==> src/rtl/coklu_sirali_kilit.sv <==
// Sequential multi-lock combination checker: steps arrive one per strobe and are
// compared against KILIT_SAYISI stored {sag, sol} pairs, with timeout, failure count and lockout.
module coklu_sirali_kilit #(
    parameter int KILIT_SAYISI   = 2,
    parameter int DEGER_GEN      = 3,
    parameter int HATA_LIMIT     = 3,
    parameter int KILITLEME_SURE = 8,
    parameter int ZAMAN_ASIMI    = 16
) (
    input  logic                                    clk,
    input  logic                                    rst_n,
    input  logic                                    adim_gecerli,
    input  logic                                    adim_yon,
    input  logic [DEGER_GEN-1:0]                    adim_deger,
    input  logic [2*KILIT_SAYISI*DEGER_GEN-1:0]     kilit_sifreler,
    input  logic                                    kilitle,
    output logic                                    kilitler_acik,
    output logic                                    hata,
    output logic                                    kilitli,
    output logic [$clog2(HATA_LIMIT+1)-1:0]         hata_sayisi,
    output logic [$clog2(2*KILIT_SAYISI+1)-1:0]     adim_sayaci
);

    localparam int SIFRE_W = 2 * KILIT_SAYISI * DEGER_GEN;
    localparam int ADIM_W  = $clog2(2 * KILIT_SAYISI + 1);
    localparam int HS_W    = $clog2(HATA_LIMIT + 1);
    localparam int BOS_W   = $clog2(ZAMAN_ASIMI + 1);
    localparam int KS_W    = $clog2(KILITLEME_SURE + 1);

    localparam logic [ADIM_W-1:0] SON_ADIM = ADIM_W'(2 * KILIT_SAYISI - 1);
    localparam logic [BOS_W-1:0]  BOS_SON  = BOS_W'(ZAMAN_ASIMI - 1);
    localparam logic [KS_W-1:0]   KS_SON   = KS_W'(KILITLEME_SURE - 1);
    localparam logic [HS_W-1:0]   HS_LIM   = HS_W'(HATA_LIMIT);

    typedef enum logic [1:0] {
        BOSTA,
        GIRIS,
        ACIK,
        KILITLI
    } durum_t;

    durum_t               state_q, state_d;
    logic [ADIM_W-1:0]    adim_q, adim_d;
    logic                 mis_q, mis_d;
    logic [BOS_W-1:0]     bos_q, bos_d;
    logic [KS_W-1:0]      kcnt_q, kcnt_d;
    logic [HS_W-1:0]      hs_q, hs_d;
    logic                 acik_q, acik_d;
    logic                 hata_q, hata_d;
    logic                 kilitli_q, kilitli_d;
    logic [SIFRE_W-1:0]   sifre_q, sifre_d;

    logic                 deneme_bitti;
    logic                 basarisiz;
    logic [HS_W-1:0]      yeni_hs;

    // Step s belongs to lock s/2; sag sits in the upper half of the pair, so its slot is s^1.
    function automatic logic adim_hatali(input logic [SIFRE_W-1:0]   sifre,
                                         input logic [ADIM_W-1:0]    idx,
                                         input logic                 yon,
                                         input logic [DEGER_GEN-1:0] deger);
        int                   ofs;
        logic [DEGER_GEN-1:0] beklenen;
        ofs      = (int'(idx) ^ 1) * DEGER_GEN;
        beklenen = sifre[ofs +: DEGER_GEN];
        return (yon != idx[0]) || (deger != beklenen);
    endfunction

    always_ff @(posedge clk or negedge rst_n) begin
        if (!rst_n) begin
            state_q   <= BOSTA;
            adim_q    <= '0;
            mis_q     <= 1'b0;
            bos_q     <= '0;
            kcnt_q    <= '0;
            hs_q      <= '0;
            acik_q    <= 1'b0;
            hata_q    <= 1'b0;
            kilitli_q <= 1'b0;
            sifre_q   <= '0;
        end else begin
            state_q   <= state_d;
            adim_q    <= adim_d;
            mis_q     <= mis_d;
            bos_q     <= bos_d;
            kcnt_q    <= kcnt_d;
            hs_q      <= hs_d;
            acik_q    <= acik_d;
            hata_q    <= hata_d;
            kilitli_q <= kilitli_d;
            sifre_q   <= sifre_d;
        end
    end

    always_comb begin
        state_d      = state_q;
        adim_d       = adim_q;
        mis_d        = mis_q;
        bos_d        = bos_q;
        kcnt_d       = kcnt_q;
        hs_d         = hs_q;
        acik_d       = acik_q;
        hata_d       = 1'b0;
        kilitli_d    = kilitli_q;
        sifre_d      = sifre_q;
        deneme_bitti = 1'b0;
        basarisiz    = 1'b0;
        yeni_hs      = hs_q + HS_W'(1);

        case (state_q)
            BOSTA: begin
                adim_d = '0;
                if (adim_gecerli) begin
                    // Step 0 is checked against the live input, which is captured on this same edge.
                    sifre_d = kilit_sifreler;
                    mis_d   = adim_hatali(kilit_sifreler, '0, adim_yon, adim_deger);
                    adim_d  = ADIM_W'(1);
                    bos_d   = '0;
                    state_d = GIRIS;
                end
            end
            GIRIS: begin
                if (adim_gecerli) begin
                    adim_d = adim_q + ADIM_W'(1);
                    bos_d  = '0;
                    mis_d  = mis_q | adim_hatali(sifre_q, adim_q, adim_yon, adim_deger);
                    if (adim_q == SON_ADIM) begin
                        deneme_bitti = 1'b1;
                        basarisiz    = mis_d;
                    end
                end else if (bos_q == BOS_SON) begin
                    deneme_bitti = 1'b1;
                    basarisiz    = 1'b1;
                    adim_d       = '0;
                end else begin
                    bos_d = bos_q + BOS_W'(1);
                end
            end
            ACIK: begin
                adim_d = '0;
                if (kilitle) begin
                    state_d = BOSTA;
                    acik_d  = 1'b0;
                end
            end
            KILITLI: begin
                adim_d = '0;
                if (kcnt_q == KS_SON) begin
                    state_d   = BOSTA;
                    kilitli_d = 1'b0;
                    hs_d      = '0;
                    kcnt_d    = '0;
                end else begin
                    kcnt_d = kcnt_q + KS_W'(1);
                end
            end
            default: begin
                state_d = BOSTA;
            end
        endcase

        // The final step count stays visible for one cycle alongside the verdict.
        if (deneme_bitti) begin
            mis_d = 1'b0;
            bos_d = '0;
            if (basarisiz) begin
                hata_d = 1'b1;
                hs_d   = yeni_hs;
                if (yeni_hs == HS_LIM) begin
                    state_d   = KILITLI;
                    kilitli_d = 1'b1;
                    kcnt_d    = '0;
                end else begin
                    state_d = BOSTA;
                end
            end else begin
                state_d = ACIK;
                acik_d  = 1'b1;
                hs_d    = '0;
            end
        end
    end

    assign kilitler_acik = acik_q;
    assign hata          = hata_q;
    assign kilitli       = kilitli_q;
    assign hata_sayisi   = hs_q;
    assign adim_sayaci   = adim_q;

endmodule

==> config.mk <==
export PLATFORM = sky130hd
export DESIGN_NAME = coklu_sirali_kilit
export DESIGN_NICKNAME = d
export VERILOG_FILES = /design/src/rtl/coklu_sirali_kilit.sv
export SDC_FILE = /design/constraint.sdc
export NUM_CORES = 1
export LEC_CHECK = 0
export BUFFER_PORTS_ARGS = -buffer_cell sky130_fd_sc_hd__buf_2
export CORE_MARGIN = 10
export CORE_UTILIZATION = 60
export DETAILED_ROUTE_END_ITERATION = 10
export GPL_TIMING_DRIVEN = 0
export PLACE_DENSITY = 0.84
export SKIP_LAST_GASP = 1
export SYNTH_ARGS = -nofsm -noshare
export SYNTH_HDL_FRONTEND = slang
export SYNTH_SLANG_ARGS = --single-unit
==> constraint.sdc <==
create_clock -name clk -period 7.05 [get_ports clk]
set_input_delay 1.0575 -clock clk [delete_from_list [all_inputs] [get_ports clk]]
set_output_delay 1.0575 -clock clk [all_outputs]
set_load 0.1 [all_outputs]
Word-level counts from Yosys, hierarchy flattened --
Index checks and enable logic that the tools add are counted.
Word-level totals: register bits 32, output and inout bits 8, input bits 20
Operators by class: reductions and logical operators 13, equality and inequality tests 16, bitwise operators 2, add/subtract/negate cells 4, $mul 1, muxes and demuxes 46, shift-type cells 1
Operator list (number):
- two-way mux 1 bit | 22
- two-way mux 4 bit | 5
- two-way mux 5 bit | 4
- two-way mux 2 bit | 9
- != test 3 bit, second input constant | 5
- indexed part select 12 x 6 -> 3 bit | 1
- case mux 5 bit (2 select lines) | 1
- case mux 3 bit (3 select lines) | 1
- equality test 2 bit, second input constant | 3
- two-way mux 3 bit | 2
- != test 3 bit | 2
- case mux 2 bit (3 select lines) | 1
- AND reduction 3 bit | 2
- adder 5 x 1 -> 5 bit, second input constant | 1
- equality test 5 x 4 -> 1 bit, second input constant | 1
- multiplier 3 x 2 -> 5 bit, second input constant | 1
- adder 4 x 1 -> 4 bit, second input constant | 1
- equality test 4 x 3 -> 1 bit, second input constant | 1
- != test 4 bit, second input constant | 1
- AND reduction 2 bit | 2
- AND reduction 4 bit | 1
- nonzero test 2 bit | 2
- nonzero test 4 bit | 1
- adder 3 x 1 -> 3 bit, second input constant | 1
- other kinds (11) | 12

Depth between registers and ports, before layout --
depth in word-level cells 11, mapped depth 10

Worst setup path after synthesis --
No wires, ideal clock.
kind register -> register, start register adim_q[0] (netlist: adim_sayaci[0]), end register state_q[0], data arrival time 2.790 ns, setup time 0.124 ns, stages on the path, launching flop included 7, path slack 4.136 ns, cells stage by stage dfrtp_1 buf_6 mux4_2 mux2_4 a211o_1 o211a_4 o31a_1
On the way: longest elaborated chain between the ends 11
Ends and longest elaborated chain:
- from (decl) | RTL line 43 | logic [ADIM_W-1:0] adim_q, adim_d;
- from (signal assigned) | RTL line 83 | adim_q <= adim_d;
- NOT 1 bit (no source line)
- multiplier 3 x 2 -> 5 bit | RTL line 64 | ofs = (int'(idx) ^ 1) * DEGER_GEN;
- indexed part select 12 x 6 -> 3 bit | RTL line 65 | beklenen = sifre[ofs +: DEGER_GEN];
- != test 3 bit | RTL line 66 | return (yon != idx[0]) || (deger != beklenen);
- logical OR 1 bit | RTL line 66
- bitwise OR 1 bit | RTL line 126 | mis_d = mis_q | adim_hatali(sifre_q, adim_q, adim_yon, adim_deger);
- two-way mux 1 bit | RTL line 127 | if (adim_q == SON_ADIM) begin
- two-way mux 1 bit | RTL line 123 | if (adim_gecerli) begin
- two-way mux 1 bit | RTL line 110 | case (state_q)
- two-way mux 2 bit | RTL line 166 | if (basarisiz) begin
- two-way mux 2 bit | RTL line 163 | if (deneme_bitti) begin
- to (signal assigned) | RTL line 82 | state_q <= state_d;
- to (decl) | RTL line 42 | durum_t state_q, state_d;
Parallel ways exist; a longest one is shown, timed or not. A chain may end at the register's enable or synchronous reset.

Final worst setup path --
start register bos_q[0], end register state_q[0]
On the way: longest elaborated chain between the ends 6
Ends and longest elaborated chain:
- from (decl) | RTL line 45 | logic [BOS_W-1:0] bos_q, bos_d;
- from (signal assigned) | RTL line 85 | bos_q <= bos_d;
- equality test 5 x 4 -> 1 bit (*) | RTL line 131 | end else if (bos_q == BOS_SON) begin
- two-way mux 1 bit (*) | RTL line 131
- two-way mux 1 bit | RTL line 123
- two-way mux 1 bit | RTL line 110
- != test 3 bit (no source line), or another cell as far along
- AND reduction 4 bit (no source line) / two-way mux 2 bit (equally long branches)
Mark *: on every way between the ends. The rest lies on a longest branch, timed or not.

==> results.yml <==
yosys:
  synth_compound_area_frac: 0.154
  synth_fa_ha_area_frac: 0.0430
  ys_ff_latch: 32
  synthesis.nets: 192
  synth.top_cells.by_count: "dfrtp_1, mux2_2, o21ai_0"
  synth_edf_count: 0
  synth-simple-area-share: 0.135
  async_flop_share: 1.00
  synth_area_um2: 1740
  ys_seq_area_frac: 0.459
  synth.avg_cell_area_um2: 10.5
  ys_top_cells_by_area: "dfrtp_1, mux2_2, ha_1"
  synth_top_family_by_area: "compound AO/OA/AOI/OAI gates"
  synth_cells: 166
  synth.most_common_cell: "dfrtp_1"
  synth_cell_types: 40
  ys_warn_count: 0
  synth_xor_area_frac: 0.0251
  synthMuxAreaShare: 0.148
  synth_top_area_share: 0.459
  synth_ff_type: "dfrtp_1"
  synth_top_area_cell: "dfrtp_1"
setup_path:
  startpoint_type: "register"
  rrSetupSlack_ps: 4460
  end_kind: "register"
  crit_fanout: 9
  cp_data_required_time_ps: 7330
  reg2reg_depth: 10
  r2r_end: "state_q[0]"
  reg2reg_from: "bos_q[0]"
  timing_worst_setup_path_type: "register to register"
  critPathArrivalTime_ps: 2870
route:
  firstDrtPassIters: 4
  route.top_layer_used: "met4"
  drt_wl_total_um: 3750
  drt_iter0_markers: 108
  antenna_left: 0
  route.met2.wl_um: 1810
  viasPerCell: 6.09
  drc_errors: 0
  wl_met3_um: 225
  num_vias: 1413
  avgRoutedWirePerCell_um: 16.2
  m1WireLength_um: 1650
placed_design:
  dp_hpwl_um: 2870
  portBuffers: 27
  gp_congestion: 0.823
timing:
  skew_ps: 7.21
  period_share: 0.367
  period_minus_slack_ps: 2590
  slew-limit-headroom: 0.546
  hold_viol: 0
  tightest_slew_ps: 681
  grt_setup_unrepaired: "no"
  clock.fmax_mhz: 387
  slew_violations: 0
  setup_violations: 0
  tns_ps: 0
hold_path:
  holdCritStartpoint: "kilitli"
  hold_end: "kilitli"
  hp-class: "register to register"
  whs_path_depth: 1
clock_network:
  clock-sinks: 32
  post_cts_buffers: 0
  root_buffer: "clkbuf_4"
  cts_resized: 0
  cts_max_path_buffers: 2
  postCtsHoldBufs: 0
  clk_pin_slew_worst_paths_ps: 100
  cts_tree: "built"
  htreeDepth: 2
  clock_latency_ps: 330
  cts_buffers: 5
grt:
  antenna_found_initial: 0
  grtUsageTotal: 0.148
  overflow: 0
  grt_pass1_wl_um: 6310
  grt_pass1_vias: 1401
  grt_max_degree: 33
floorplan:
  die_y_um: 73.9
  start_util: 0.632
  core_um2: 2760
  ios: 28
  rows: 19
  die_w_um: 73.9
  die-area_um2: 5460
final_layout:
  fin_nets: 226
  drive_gt1_frac: 0.269
  antenna_cells: 0
  syn2layout_area_growth_pct: 14.3
run_status:
  status: "finished, final reports clean"
pwr:
  p_per_area_nw_per_um2: 464
  peakVddDrop_v: 0.000390
  cellLeakagePower_nw: 0.925
  finalPower_mw: 0.925
flow_run:
  cap_violations: 0
[power breakdown]
group	internal [mW]	leakage (nW)	switching, mW
sequential	0.262	0.397	0.0589
clock	0.0743	0.0422	0.0619
combinational	0.168	0.486	0.300
total	0.504	0.925	0.421
[flip-flops by register name (all words and copies together) (netlist names)]
signal	cells
state_q	2
hata_sayisi	2
adim_sayaci	3
mis_q	1
kilitler_acik	1
kcnt_q	4
hata	1
kilitli	1
bos_q	5
sifre_q	12
[how the worst max path moves through the flow]
stage | from | endpoint | slack [ps] | cells after the start
3_5_place_dp | adim_gecerli | sifre_q[5] | 4380 | 5
5_1_grt | bos_q[0] | kcnt_q[0] | 4290 | 10
3_3_place_gp | adim_gecerli | sifre_q[2] | 4430 | 5
4_1_cts | bos_q[0] | state_q[0] | 4510 | 10
2_1_floorplan | adim_sayaci[0] | state_q[0] | 4140 | 6
6_report | bos_q[0] | state_q[0] | 4460 | 10
[per-layer routing]
metal | up-vias | track usage
li1 | 679 | -
met3 | 7 | 0.0565
met4 | 0 | 0.0683
met5 | - | 0
met2 | 42 | 0.223
met1 | 685 | 0.183
[critical path, cell delays in order (launching register included)]
cell	delay [ps]
dfrtp_1	440
ha_1	200
and3_1	190
ha_1	150
clkbuf_1	300
mux2i_1	150
nor2_1	300
and2_1	210
and3_1	140
clkbuf_1	260
o31a_1	190
[cell usage in the layout (no fill, tap or decap), types with 5 or more instances in the layout]
cell type | netlist | final
dfrtp_1 | 32 | 32
nor2_1 | 9 | 9
inv_1 | 6 | 6
clkbuf_4 | 0 | 5
nor3_1 | 8 | 8
mux2_2 | 14 | 14
ha_1 | 6 | 6
o21ai_0 | 13 | 13
a21oi_1 | 8 | 8
buf_2 | 0 | 27
clkbuf_1 | 8 | 9
nand2_1 | 11 | 11
nand3_1 | 7 | 7
[layout make-up]
class | instances | area, um^2
fillers | 202 | 763
clock buffers | 6 | 41.3
flip-flops and latches | 32 | 801
multi-input cells | 119 | 880
plain buffers | 9 | 41.3
well taps | 31 | 38.8
clock inverters | 2 | 35.0
inverters | 6 | 22.5
repair buffers | 27 | 135
[cells by family (layout without fill, tap and decap cells)]
group | Yosys count | after routing
AO/OA/AOI/OAI | 39 | 39
buffers and inverters | 15 | 50
XOR/XNOR | 5 | 5
flip-flops | 32 | 32
adder cells (fa/ha/maj) | 6 | 6
AND/OR/NAND/NOR | 48 | 48
multiplexers | 21 | 21
[through the flow]
step | setup WS, ps | cell area (um^2) | std cells | util | hold slack [ps]
finish | 4460 | 1990 | 232 | 0.723 | 502
global route | 4290 | 1990 | 232 | 0.723 | 535
CTS | 4510 | 1990 | 232 | 0.723 | 511
detailed placement | 4380 | 1920 | 224 | 0.696 | 485
global placement | 4430 | 1920 | 224 | 0.696 | 466
floorplan | 4140 | 1740 | 166 | - | 475
Note: power is estimated with default switching activity, not from simulation.
